===== config.mk =====
export PLATFORM = sky130hd
export DESIGN_NAME = gate_sweep_ctrl
export DESIGN_NICKNAME = d
export VERILOG_FILES = /design/src/rtl/gate_sweep_pkg.sv /design/src/rtl/gate_sweep_ctrl_ref.sv /design/src/rtl/gate_sweep_ctrl.sv
export SDC_FILE = /design/constraint.sdc
export NUM_CORES = 1
export LEC_CHECK = 0
export ABC_AREA = 1
export ABC_CLOCK_PERIOD_IN_PS = 2270
export BUFFER_PORTS_ARGS = -buffer_cell sky130_fd_sc_hd__buf_2
export CELL_PAD_IN_SITES_DETAIL_PLACEMENT = 1
export CELL_PAD_IN_SITES_GLOBAL_PLACEMENT = 2
export CORE_ASPECT_RATIO = 0.8
export CORE_MARGIN = 2
export CORE_UTILIZATION = 32
export CTS_CLUSTER_SIZE = 16
export DETAILED_ROUTE_END_ITERATION = 8
export HOLD_SLACK_MARGIN = 0.03
export PLACE_DENSITY = 0.92
export SYNTH_ARGS = -nofsm -noshare
export SYNTH_HDL_FRONTEND = slang
export SYNTH_SLANG_ARGS = --single-unit

===== constraint.sdc =====
create_clock -name clk -period 2.27 [get_ports clk]
set_input_delay 0.227 -clock clk [delete_from_list [all_inputs] [get_ports clk]]
set_output_delay 0.227 -clock clk [all_outputs]
set_load 0.05 [all_outputs]

===== src/rtl/gate_sweep_pkg.sv =====
// Shared definitions for the gate truth-table sweep: function codes, FSM states
// and the reference evaluator for an N-input (N <= 4) reduction gate.
package gate_sweep_pkg;

  localparam logic [2:0] FN_NOR  = 3'd0;
  localparam logic [2:0] FN_NAND = 3'd1;
  localparam logic [2:0] FN_AND  = 3'd2;
  localparam logic [2:0] FN_OR   = 3'd3;
  localparam logic [2:0] FN_XOR  = 3'd4;
  localparam logic [2:0] FN_XNOR = 3'd5;
  localparam logic [2:0] FN_LAST = 3'd5;

  typedef enum logic [1:0] {
    ST_IDLE,
    ST_WAIT,
    ST_SAMPLE,
    ST_DONE
  } state_e;

  // Bits of vec at or above n are ignored, so callers may pass a zero-extended vector.
  function automatic logic ref_eval(input logic [2:0] func, input logic [3:0] vec,
                                    input int unsigned n);
    logic [3:0] mask;
    logic [3:0] bits;
    logic       all_ones;
    logic       any_one;
    logic       parity;
    mask     = 4'((32'd1 << n) - 32'd1);
    bits     = vec & mask;
    all_ones = (bits == mask);
    any_one  = |bits;
    parity   = ^bits;
    case (func)
      FN_NOR:  ref_eval = ~any_one;
      FN_NAND: ref_eval = ~all_ones;
      FN_AND:  ref_eval = all_ones;
      FN_OR:   ref_eval = any_one;
      FN_XOR:  ref_eval = parity;
      FN_XNOR: ref_eval = ~parity;
      default: ref_eval = 1'b0;
    endcase
  endfunction

endpackage


===== src/rtl/gate_sweep_ctrl_ref.sv =====
// Combinational reference model: expected output of the selected gate function
// for one input vector. Reusable by other gate benches.
module gate_ref_model
  import gate_sweep_pkg::*;
#(
  parameter int N_IN = 2
) (
  input  logic [2:0]      func_i,
  input  logic [N_IN-1:0] vec_i,
  output logic            exp_o
);

  logic [3:0] vec_ext;

  assign vec_ext = 4'(vec_i);
  assign exp_o   = ref_eval(func_i, vec_ext, N_IN);

endmodule


===== src/rtl/gate_sweep_ctrl.sv =====
// Exhaustive truth-table sequencer for an N-input single-output gate.
// Define GATE_XZ_CHK_EN to count X/Z gate outputs as mismatches (simulation only).
module gate_sweep_ctrl
  import gate_sweep_pkg::*;
#(
  parameter int N_IN   = 2,
  parameter int SETTLE = 2
) (
  input  logic                 clk,
  input  logic                 rst_n,
  input  logic                 start,
  input  logic [2:0]           func,
  output logic [N_IN-1:0]      dut_in,
  input  logic                 dut_out,
  output logic                 busy,
  output logic                 done,
  output logic                 pass,
  output logic [N_IN:0]        err_cnt,
  output logic [(2**N_IN)-1:0] fail_vec
);

  localparam int              NV       = 2 ** N_IN;
  localparam int              CNT_W    = (SETTLE > 1) ? $clog2(SETTLE) : 1;
  localparam logic [CNT_W-1:0] CNT_LAST = CNT_W'(SETTLE - 1);
  localparam logic [N_IN-1:0] VEC_LAST = N_IN'(NV - 1);

  state_e            state_q, state_d;
  logic [N_IN-1:0]   vec_q, vec_d;
  logic [CNT_W-1:0]  settle_q, settle_d;
  logic [2:0]        func_q, func_d;
  logic [N_IN:0]     err_q, err_d;
  logic [NV-1:0]     fail_q, fail_d;
  logic              pass_q, pass_d;
  logic              exp_bit;
  logic              mismatch;

  gate_ref_model #(.N_IN(N_IN)) u_ref (
    .func_i (func_q),
    .vec_i  (vec_q),
    .exp_o  (exp_bit)
  );

`ifdef GATE_XZ_CHK_EN
  assign mismatch = (dut_out !== exp_bit);
`else
  // An unknown comparison result is not treated as a failure.
  assign mismatch = (dut_out != exp_bit);
`endif

  always_comb begin
    state_d  = state_q;
    vec_d    = vec_q;
    settle_d = settle_q;
    func_d   = func_q;
    err_d    = err_q;
    fail_d   = fail_q;
    pass_d   = pass_q;
    case (state_q)
      ST_IDLE, ST_DONE: begin
        if (start) begin
          err_d  = '0;
          fail_d = '0;
          pass_d = 1'b0;
          if (func <= FN_LAST) begin
            func_d   = func;
            vec_d    = '0;
            settle_d = '0;
            state_d  = ST_WAIT;
          end else begin
            state_d = ST_DONE;
          end
        end else if (state_q == ST_DONE) begin
          state_d = ST_IDLE;
        end
      end
      ST_WAIT: begin
        settle_d = settle_q + 1'b1;
        if (settle_q == CNT_LAST) state_d = ST_SAMPLE;
      end
      ST_SAMPLE: begin
        if (mismatch) begin
          fail_d[vec_q] = 1'b1;
          err_d         = err_q + 1'b1;
        end
        if (vec_q == VEC_LAST) begin
          // err_d already includes this sample's outcome.
          pass_d  = (err_d == '0);
          state_d = ST_DONE;
        end else begin
          vec_d    = vec_q + 1'b1;
          settle_d = '0;
          state_d  = ST_WAIT;
        end
      end
      default: state_d = ST_IDLE;
    endcase
  end

  always_ff @(posedge clk or negedge rst_n) begin
    if (!rst_n) begin
      state_q  <= ST_IDLE;
      vec_q    <= '0;
      settle_q <= '0;
      func_q   <= FN_NOR;
      err_q    <= '0;
      fail_q   <= '0;
      pass_q   <= 1'b0;
    end else begin
      state_q  <= state_d;
      vec_q    <= vec_d;
      settle_q <= settle_d;
      func_q   <= func_d;
      err_q    <= err_d;
      fail_q   <= fail_d;
      pass_q   <= pass_d;
    end
  end

  assign dut_in   = vec_q;
  assign busy     = (state_q == ST_WAIT) || (state_q == ST_SAMPLE);
  assign done     = (state_q == ST_DONE);
  assign pass     = pass_q;
  assign err_cnt  = err_q;
  assign fail_vec = fail_q;

endmodule

==> results of run 1 <==
flip-flops by register name, indices dropped and copies added, names as in the netlist:
signal,cells
dut_in,2
err_cnt,3
fail_vec,4
func_q,3
pass,1
settle_q,1
state_q,2
through the flow:
stage          hold WS [ns]  instances  setup WS (ns)  util (%)  instance area, um2
2_1_floorplan       -0.0686        129          0.294         -                 983
3_3_place_gp          0.159        184          0.531      39.1                1110
3_5_place_dp          0.161        184          0.486      39.1                1110
4_1_cts               0.251        188          0.465      40.9                1160
5_1_grt               0.261        188          0.258      40.9                1160
6_report              0.247        188          0.456      40.9                1160
per-layer routing:
| metal | part of all wire [%] | global-route usage (%) | up-vias |
|---|---|---|---|
| met5 | 0 | 0 | - |
| met4 | 1.1 | 5.10 | 0 |
| met3 | 2.7 | 2.51 | 4 |
| met2 | 47 | 27.4 | 12 |
| met1 | 49 | 20.5 | 443 |
| li1 | - | - | 451 |
logic make-up after synthesis:
| group | synth area share [%] |
|---|---|
| adder cells (fa/ha/maj) | 10.2 |
| AO/OA/AOI/OAI | 13.1 |
| XOR/XNOR | 0.891 |
| AND/OR/NAND/NOR | 24.8 |
| flip-flops | 40.7 |
| buffers and inverters | 10.3 |
cell usage in the layout (no fill, tap or decap), types with 8 or more instances in the layout:
cell type / netlist / routed
buf_2: 0 / 18
ha_1: 8 / 8
dfrtp_1: 16 / 16
nand3_1: 12 / 12
nand2_1: 27 / 27
a21oi_1: 9 / 9
nor2_1: 12 / 12
inv_1: 23 / 23
o21ai_0: 8 / 8
final cells by class:
type,instances,share of cell area [%]
Multi-Input combinational cell,87,41.4
Timing Repair Buffer,19,8.59
Sequential cell,16,34.4
Clock buffer,3,3.54
Inverter,25,8.06
Tap cell,38,4.08
worst max-delay path: cells and delay by family (launching register included):
family	cells	cell delay (ns)
AND/OR/NAND/NOR	3	0.46
flip-flops	1	0.42
adder cells (fa/ha/maj)	1	0.36
AO/OA/AOI/OAI	2	0.30
buffers and inverters	2	0.20
how the worst max path moves through the flow:
stage	startpoint	to	slack, ns
after floorplan	dut_in[0]$_DFFE_PN0P_	pass$_DFFE_PN0P_	0.29
after global routing	state_q[0]$_DFFE_PN0P_	fail_vec[2]$_DFFE_PN0P_	0.26
after CTS	state_q[0]$_DFFE_PN0P_	fail_vec[2]$_DFFE_PN0P_	0.47
after global placement	dut_in[0]$_DFFE_PN0P_	pass$_DFFE_PN0P_	0.53
final	state_q[0]$_DFFE_PN0P_	fail_vec[3]$_DFFE_PN0P_	0.46
after detailed placement	dut_in[0]$_DFFE_PN0P_	pass$_DFFE_PN0P_	0.49
what timing repair did:
| item | CTS | global route |
|---|---|---|
| gates resized for setup | 0 | 0 |
| hold buffers | 1 | 0 |
| endpoints found under the hold margin | 16 | 0 |
==> qor.yml, run 1 <==
cts:
  root_buffer: "clkbuf_8"
  htreeDepth: 1
  clock_path_buffers: 2
  cts_setup_buffers: 0
  cts_inserted_buffers: 3
  cts_num_sinks: 16
  path_clk_slew_ns: 0.06
  insertion_delay_ns: 0.24
  cts_tree: "built"
sta:
  setup_violations: 0
  slew_headroom_pct: 76.1
  final_hold_viol_count: 0
  rsz0062_at_grt: "no"
  max_freq_ghz: 0.551
  slew_violations: 0
  finClkSkew_ns: 0.00181
  finalCriticalPeriod_ns: 1.81
  worst_pin_slew_ns: 0.359
  fin_crit_sh_pct: 79.9
  setup_tns_ns: 0
drt:
  routed_via_density: 4.84
  first_iter_violations: 20
  antenna_left: 0
  vias: 910
  wire_per_inst_um: 12.2
  drt_pass1_iterations: 4
  drc: 0
  routed_wl_um: 2300
global_route:
  grt_max_degree: 17
  grt_remaining_overflow: 0
  grt_pass1_vias: 937
  antenna_found_initial: 0
  grt_pass1_wl_um: 4170
  grtUsageTotal_pct: 15.8
logic_synthesis:
  synthCells: 129
  yosysTopAreaCell: "dfrtp_1"
  yosys-top-cells-area: "dfrtp_1 (41%), nand2_1 (10%), ha_1 (10%)"
  ys_warn_count: 0
  synth_seq_cells: 16
  yosysTopAreaCellShare_pct: 40.7
  ys_types: 17
  syn-num-nets: 144
  syn_avg_cell_area_um2: 7.62
  async_flop_share_pct: 100
  ys.flop_type: "dfrtp_1"
  synth_seq_area_share_pct: 40.7
  synth_edf_count: 0
  syn_area_um2: 983
  synthTopCellsByCount: "nand2_1 (27), inv_1 (23), dfrtp_1 (16)"
  yosysMostFrequentCell: "nand2_1"
critical_path:
  crit_chain: "inv_1 > ha_1 > nor2_1 > nor2_1 > inv_1 > a21oi_4 > nand2_1 > a21oi_1"
  worstPathMaxFanout: 9
  crit_required_ns: 2.44
  r2r-start: "state_q[0]$_DFFE_PN0P_"
  crit_path_max_incr_delay_ns: 0.42
  reg2reg_depth: 8
  criticalPathCategory: "flip-flop to flip-flop"
  r2r-end: "fail_vec[3]$_DFFE_PN0P_"
  cp_data_arrival_time_ns: 1.98
  r2r_slack_ns: 0.46
  end_kind: "flip-flop"
  crit_path_start_kind: "flip-flop"
  slowest_stage: "dfrtp_1"
die:
  coreArea_um2: 2850
  start_util_pct: 34.5
  rows: 17
  dieWidth_um: 66.0
  die_y_um: 53.6
  die-area_um2: 3540
  ios: 19
layout:
  fill_cells: 373
  layout.nets: 167
  multi_input_area_um2: 482
  layout-drive-gt1-share_pct: 18.0
  area_growth_syn_to_layout_pct: 18.4
  seqCellArea_um2: 400
  n_antenna_cell: 0
status:
  status: "completed"
hold_path:
  whs_path_depth: 3
  holdPathEnd: "func_q[0]$_DFFE_PN0P_"
  hp-start: "func[0]"
  holdCritPathClass: "input pin to flip-flop"
placed_design:
  dp_hpwl_um: 1940
  io_buffers: 18
  globalplace.congestion: 0.767
run:
  cap_violations: 0
Power of run 1 is not shown: default switching activity piles up to over one toggle a cycle in this logic, so the estimate is an artifact.
==> inputs of run 2 (changes only) <==
--- a/config.mk
+++ b/config.mk
@@ -5,18 +5,18 @@
 export SDC_FILE = /design/constraint.sdc
 export NUM_CORES = 1
 export LEC_CHECK = 0
-export ABC_AREA = 1
-export ABC_CLOCK_PERIOD_IN_PS = 2270
+export ABC_AREA = 0
+export ABC_CLOCK_PERIOD_IN_PS = 1500
 export BUFFER_PORTS_ARGS = -buffer_cell sky130_fd_sc_hd__buf_2
 export CELL_PAD_IN_SITES_DETAIL_PLACEMENT = 1
 export CELL_PAD_IN_SITES_GLOBAL_PLACEMENT = 2
 export CORE_ASPECT_RATIO = 0.8
 export CORE_MARGIN = 2
-export CORE_UTILIZATION = 32
+export CORE_UTILIZATION = 29
 export CTS_CLUSTER_SIZE = 16
 export DETAILED_ROUTE_END_ITERATION = 8
 export HOLD_SLACK_MARGIN = 0.03
-export PLACE_DENSITY = 0.92
+export PLACE_DENSITY = 0.84
 export SYNTH_ARGS = -nofsm -noshare
 export SYNTH_HDL_FRONTEND = slang
 export SYNTH_SLANG_ARGS = --single-unit
==> constraint.sdc (replaced) <==
create_clock -name clk -period 1.5 [get_ports clk]
set_input_delay 0.15 -clock clk [delete_from_list [all_inputs] [get_ports clk]]
set_output_delay 0.15 -clock clk [all_outputs]
set_load 0.05 [all_outputs]
==> qor.yml, run 2 <==
status:
  status: "finished, violations left"
  violations: "negative setup slack"
sta:
  final_hold_viol_count: 0  # unchanged
  setup_tns_ns: -3.65  # -3.65 ns
  finClkSkew_ns: 0.00129  # -0.000522 ns
  slew_headroom_pct: 71.2  # -4.9 points
  setup_violations: 8  # +8
  finalCriticalPeriod_ns: 2.05  # +0.234 ns
  slew_violations: 0  # unchanged
  worst_pin_slew_ns: 0.429  # +0.0703 ns
  fin_crit_sh_pct: 137  # +57 points
  rsz0062_at_grt: "yes"
  hold_slack_ns: 0.112  # -0.135 ns
  max_freq_ghz: 0.488  # -11%
  worst_slack_ns: -0.548  # -1.00 ns
critical_path:
  criticalPathCategory: "flip-flop to flip-flop"
  critical-path-top-delay-family: "XOR/XNOR gates"
  slowest_stage: "dfrtp_2"
  crit_chain: "inv_2 > ha_4 > xnor2_4 > nor3b_2 > nor3_2 > xor2_2 > mux2_4 > a22o_1"
  end_kind: "flip-flop"
  crit_required_ns: 1.65  # -0.79 ns
  crit_path_max_incr_delay_ns: 0.42  # about the same
  critPathBufInv: 1  # -1
  crit_path_start_kind: "flip-flop"
  worstPathMaxFanout: 5  # -4
  cp_data_arrival_time_ns: 2.20  # +0.22 ns
placed_design:
  dp_hpwl_um: 2150  # +11%
  io_buffers: 18  # unchanged
  post_dp_cell_area_um2: 1350  # +21%
  placedCellCount: 188  # +2.2%
  globalplace.congestion: 0.797  # +3.9%
global_route:
  grtUsageTotal_pct: 16.1  # +0.25 points
  grt_pass1_vias: 1022  # +9.1%
  gr-usage-met3_pct: 4.49  # +2.0 points
  grt_remaining_overflow: 0  # unchanged
  antenna_found_initial: 0  # unchanged
  grt_pass1_wl_um: 4930  # +18%
  grt_max_degree: 17  # unchanged
  grt.busiest_layer: "met2"
  grt_use_met1_pct: 19.9  # -0.68 points
  use_met2_pct: 28.3  # +0.86 points
power:
  p_leak_nw: 0.775
  irDropWorstVdd_mv: 1.35
  power.density_nw_per_um2: 2440
  p_total_w: 0.00393
drt:
  first_iter_violations: 19  # -5.0%
  drc: 0  # unchanged
  antenna_left: 0  # unchanged
  routed_wl_um: 3030  # +32%
  wire_per_inst_um: 15.3  # +25%
  routed_via_density: 4.94  # +2.1%
  drt_pass1_iterations: 2  # -2
  vias: 979  # +7.6%
layout:
  final_cell_mix: "buf_4 (22), buf_2 (17), dfrtp_1 (14)"
  n_antenna_cell: 0  # unchanged
  area_growth_syn_to_layout_pct: 60.9
  layout_commonest_cell: "buf_4"
  largest_reg_flops: 4  # unchanged
  fin_area_um2: 1610  # +38%
  layout-drive-gt1-share_pct: 53.8  # +36 points
  fill_cells: 395  # +5.9%
  instances_no_fill: 198  # +5.3%
  layout.nets: 173  # +3.6%
die:
  rows: 19  # +2
  coreArea_um2: 3380  # +18%
  start_util_pct: 29.7  # -4.8 points
  die-area_um2: 3950  # +12%
  die_y_um: 56.6  # +5.6%
  ios: 19  # unchanged
  dieWidth_um: 69.7  # +5.7%
cts:
  htreeDepth: 1  # unchanged
  cts_inserted_buffers: 3  # unchanged
  cts_num_sinks: 16  # unchanged
  root_buffer: "clkbuf_8"
  insertion_delay_ns: 0.25  # about the same
  clock_path_buffers: 2  # unchanged
  cts_tree: "built"
  path_clk_slew_ns: 0.06  # about the same
logic_synthesis:
  synthTopCellsByCount: "dfrtp_1 (16), nor2_1 (13), nand2_1 (12)"
  synth_edf_count: 0  # unchanged
  yosysMostFrequentCell: "dfrtp_1"
  yosys-top-cells-area: "dfrtp_1 (40%), ha_1 (10%), nor2_1 (4.9%)"
  yosysTopAreaCellShare_pct: 40.0  # -0.76 points
  synthCells: 110  # -15%
  async_flop_share_pct: 100  # unchanged
  syn-num-nets: 125  # -13%
  synth_seq_cells: 16  # unchanged
  ys.flop_type: "dfrtp_1"
  syn_area_um2: 1000  # +1.9%
  yosysTopAreaCell: "dfrtp_1"
  syn_avg_cell_area_um2: 9.11  # +20%
  synth_seq_area_share_pct: 40.0  # -0.76 points
  ys_types: 33  # +16
  ys_warn_count: 0  # unchanged
hold_path:
  holdCritPathClass: "input pin to flip-flop"
run:
  cap_violations: 0  # unchanged
-- run 2: changes by cell type after synthesis, sizes merged, moves of 2 or more --
cell	before	now
nor3	0	4
a21oi	10	6
nand2	28	12
nand3	14	1
nor3b	0	2
xnor2	0	2
nand2b	0	4
inv	25	8
o21ai	11	15
mux2	0	4
-- run 2: through the flow --
stage | util [%] | setup slack [ns]
detailed placement | 39.9 | -0.615
global route | 47.8 | -0.643
CTS | 44.6 | -0.561
finish | 47.8 | -0.548
floorplan | - | -0.689
global placement | 39.9 | -0.489
-- run 2: report_power, final --
part / total, W / switching, W / internal (W)
combinational: 0.00285 / 0.00148 / 0.00137
sequential: 0.000745 / 0.000169 / 0.000576
clock: 0.000334 / 0.000155 / 0.000179
total: 0.00393 / 0.00180 / 0.00213
-- run 2: cell type report --
type	instances	area, um2	share of cell area (%)
multi-input combinational	84	758	47.0
sequential	16	403	25.0
timing repair buffer	45	325	20.2
tap	42	52.6	3.26
clock buffer	3	41.3	2.56
inverter	8	32.5	2.02
-- run 2: final timing paths --
| check | startpoint | to | slack (ns) | cells after the start |
|---|---|---|---|---|
| worst min register to register | pass$_DFFE_PN0P_ | pass$_DFFE_PN0P_ | 0.51 | 2 |
| max in group asynchronous | rst_n | dut_in[1]$_DFFE_PN0P_ | 0.85 | 2 |
| worst max register to register | dut_in[0]$_DFFE_PN0P_ | err_cnt[0]$_DFFE_PN0P_ | -0.55 | 8 |
| worst min-delay path | func[0] | func_q[0]$_DFFE_PN0P_ | 0.11 | 2 |
| worst max-delay path | dut_in[0]$_DFFE_PN0P_ | err_cnt[0]$_DFFE_PN0P_ | -0.55 | 8 |
| min in group asynchronous | rst_n | err_cnt[1]$_DFFE_PN0P_ | 0.35 | 2 |
-- run 2: worst reg2reg max path: stages (launching register included) --
cell and delay, ns:
dfrtp_2 0.42, inv_2 0.08, ha_4 0.21, xnor2_4 0.14
nor3b_2 0.07, nor3_2 0.23, xor2_2 0.28, mux2_4 0.33
a22o_1 0.17
-- run 2: kinds of logic (layout without fill, tap and decap cells) --
kind of cell,Yosys count,after routing,share of synthesized area (%)
AND/OR/NAND/NOR,40,40,19.9
flip-flops,16,16,39.9
XOR/XNOR,3,3,3.37
buffers and inverters,10,56,3.99
adder cells (fa/ha/maj),8,8,9.99
multiplexers,5,5,5.87
AO/OA/AOI/OAI,28,28,17.0
-- run 2: per-layer routing --
| layer | vias to the layer above | routed length [um] |
|---|---|---|
| met3 | 4 | 115 |
| li1 | 471 | - |
| met5 | - | 0 |
| met2 | 16 | 1540 |
| met4 | 0 | 17 |
| met1 | 488 | 1350 |
-- run 2: timing repair --
action,CTS,global route
hold endpoints to repair,16,0
buffers inserted,4,3
hold buffers,1,0
pin swaps,5,7
endpoints found under the setup margin,11,13
gates resized for setup,16,22
Note: power is estimated with default switching activity, not from simulation.
==> inputs of run 3 (changes only) <==
--- a/config.mk
+++ b/config.mk
@@ -8,9 +8,10 @@
 export ABC_AREA = 0
 export ABC_CLOCK_PERIOD_IN_PS = 1500
 export BUFFER_PORTS_ARGS = -buffer_cell sky130_fd_sc_hd__buf_2
+export CAP_MARGIN = 20
 export CELL_PAD_IN_SITES_DETAIL_PLACEMENT = 1
 export CELL_PAD_IN_SITES_GLOBAL_PLACEMENT = 2
-export CORE_ASPECT_RATIO = 0.8
+export CORE_ASPECT_RATIO = 0.5
 export CORE_MARGIN = 2
 export CORE_UTILIZATION = 29
 export CTS_CLUSTER_SIZE = 16
==> qor.yml, run 3 (same netlist as run 2, synthesis figures left out) <==
critical_path:
  crit_chain: "inv_2 > ha_4 > xnor2_2 > nor3b_2 > nor3_2 > xor2_2 > mux2_4 > a22o_1"
  r2r-end: "err_cnt[0]$_DFFE_PN0P_"
  r2r_slack_ns: -0.57  # -0.02 ns
  worstPathMaxFanout: 3  # -2
  crit_path_start_kind: "flip-flop"
  critPathBufInv: 1  # unchanged
  reg2reg_depth: 8  # unchanged
  crit_required_ns: 1.65  # about the same
  slowest_stage: "dfrtp_2"
  critical-path-top-delay-family: "XOR/XNOR gates"
  cp_data_arrival_time_ns: 2.22  # +0.02 ns
  criticalPathCategory: "flip-flop to flip-flop"
  r2r-start: "dut_in[1]$_DFFE_PN0P_"
  crit_path_max_incr_delay_ns: 0.42  # about the same
  end_kind: "flip-flop"
  critical_path.startpoint: "dut_in[1]$_DFFE_PN0P_"
cts:
  root_buffer: "clkbuf_8"
  path_clk_slew_ns: 0.07  # about the same
  clock_path_buffers: 2  # unchanged
  cts_tree: "built"
  cts_num_sinks: 16  # unchanged
  insertion_delay_ns: 0.26  # about the same
  cts_inserted_buffers: 3  # unchanged
  htreeDepth: 1  # unchanged
sta:
  worst_slack_ns: -0.567  # -0.0187 ns
  slew_violations: 0  # unchanged
  slew_headroom_pct: 74.4  # +3.2 points
  max_freq_ghz: 0.484  # -0.91%
  final_hold_viol_count: 0  # unchanged
  finClkSkew_ns: 0.00520  # +0.00391 ns
  worst_pin_slew_ns: 0.381  # -0.0479 ns
  rsz0062_at_grt: "yes"
  setup_violations: 8  # unchanged
  fin_crit_sh_pct: 138  # +1.2 points
  finalCriticalPeriod_ns: 2.07  # +0.0187 ns
global_route:
  grt_max_degree: 17  # unchanged
  grt_remaining_overflow: 0  # unchanged
  antenna_found_initial: 0  # unchanged
  grtUsageTotal_pct: 14.9  # -1.2 points
  grt_pass1_vias: 937  # -8.3%
  grt_pass1_wl_um: 4440  # -9.9%
power:
  p_leak_nw: 0.759  # -2.2%
  irDropWorstVdd_mv: 0.595  # -56%
  power.density_nw_per_um2: 2380  # -2.3%
status:
  status: "finished, violations left"
  violations: "negative setup slack"
die:
  die_y_um: 45.6  # -19%
  start_util_pct: 29.7  # about the same
  coreArea_um2: 3380  # about the same
  rows: 15  # -4
  ios: 19  # unchanged
  die-area_um2: 3970  # +0.65%
  dieWidth_um: 87.1  # +25%
layout:
  layout.nets: 170  # -1.7%
  n_antenna_cell: 0  # unchanged
  area_growth_syn_to_layout_pct: 50.6
  utilization_pct: 44.7  # -3.1 points
  final_cell_mix: "buf_4 (22), buf_2 (17), dfrtp_1 (14)"
  largest_reg_flops: 4  # unchanged
  layout_commonest_cell: "buf_4"
  fin_area_um2: 1510  # -6.4%
  layout-drive-gt1-share_pct: 46.1  # -7.7 points
drt:
  wire_per_inst_um: 14.6  # -4.5%
  antenna_left: 0  # unchanged
  routed_wl_um: 2860  # -5.5%
  vias: 943  # -3.7%
  drt_pass1_iterations: 2  # unchanged
  routed_via_density: 4.81  # -2.7%
  drc: 0  # unchanged
  first_iter_violations: 19  # unchanged
placed_design:
  io_buffers: 18  # unchanged
  post_dp_cell_area_um2: 1320  # -2.2%
  globalplace.congestion: 0.765  # -4.0%
  dp_hpwl_um: 1990  # -7.3%
hold_path:
  holdPathEnd: "func_q[0]$_DFFE_PN0P_"
  whs_path_depth: 2  # unchanged
  holdCritPathClass: "input pin to flip-flop"
  hp-start: "func[0]"
run:
  cap_violations: 0  # unchanged
-- run 3: changes by cell type in the layout (fill, tap and decap cells not counted), moves of 2 or more --
cell	previous run	this run
a21oi_4	2	0
mux2_4	3	1
buf_6	4	0
a21oi_2	1	3
nand2_4	3	1
nand2_1	8	10
mux2_1	1	3
-- run 3: power by group --
part / total (W) / leakage, nW / switching [W] / internal [W]
combinational: 0.00247 / 0.522 / 0.00136 / 0.00111
sequential: 0.000719 / 0.207 / 0.000143 / 0.000576
clock: 0.000403 / 0.0288 / 0.000169 / 0.000234
total: 0.00359 / 0.759 / 0.00167 / 0.00192
-- run 3: final cells by class --
| type | instances | area [um2] |
|---|---|---|
| Fill cell | 394 | 1870 |
| Multi-Input combinational cell | 84 | 681 |
| Sequential cell | 16 | 403 |
| Timing Repair Buffer | 42 | 288 |
| Clock buffer | 4 | 55.1 |
| Tap cell | 42 | 52.6 |
| Inverter | 8 | 30.0 |
-- run 3: how the worst max path moves through the flow --
stage | cells past startpoint | to | slack (ns)
6_report | 8 | err_cnt[0]$_DFFE_PN0P_ | -0.57
4_1_cts | 8 | err_cnt[0]$_DFFE_PN0P_ | -0.54
2_1_floorplan | 8 | err_cnt[0]$_DFFE_PN0P_ | -0.69
3_5_place_dp | 9 | err_cnt[2]$_DFFE_PN0P_ | -0.60
5_1_grt | 8 | err_cnt[0]$_DFFE_PN0P_ | -0.61
3_3_place_gp | 9 | err_cnt[2]$_DFFE_PN0P_ | -0.54
-- run 3: what timing repair did --
| action | in CTS | in global routing |
|---|---|---|
| cloned | 0 | 0 |
| hold buffers | 1 | 0 |
| setup buffers | 6 | 1 |
| pin swaps | 2 | 1 |
| resized for setup | 5 | 11 |
| setup endpoints to repair | 8 | 13 |
| endpoints found under the hold margin | 16 | 0 |
-- run 3: per-layer routing --
| layer | routed length [um] | part of all wire, % | global-route usage [%] |
|---|---|---|---|
| met1 | 1360 | 48 | 20.2 |
| met2 | 1380 | 48 | 24.6 |
| met3 | 78 | 2.7 | 3.44 |
| met4 | 43 | 1.5 | 3.69 |
| met5 | 0 | 0 | 0 |
-- run 3: stage by stage --
stage	hold slack (ns)	TNS [ns]	worst slack, ns	total power [W]	cells
3_5_place_dp	0.0929	-3.73	-0.603	0.00290	184
3_3_place_gp	0.0920	-3.24	-0.543	0.00285	184
4_1_cts	0.119	-3.60	-0.535	0.00347	195
2_1_floorplan	-0.146	-4.08	-0.689	0.00213	110
5_1_grt	0.115	-4.49	-0.609	0.00385	196
6_report	0.107	-4.00	-0.567	0.00359	196
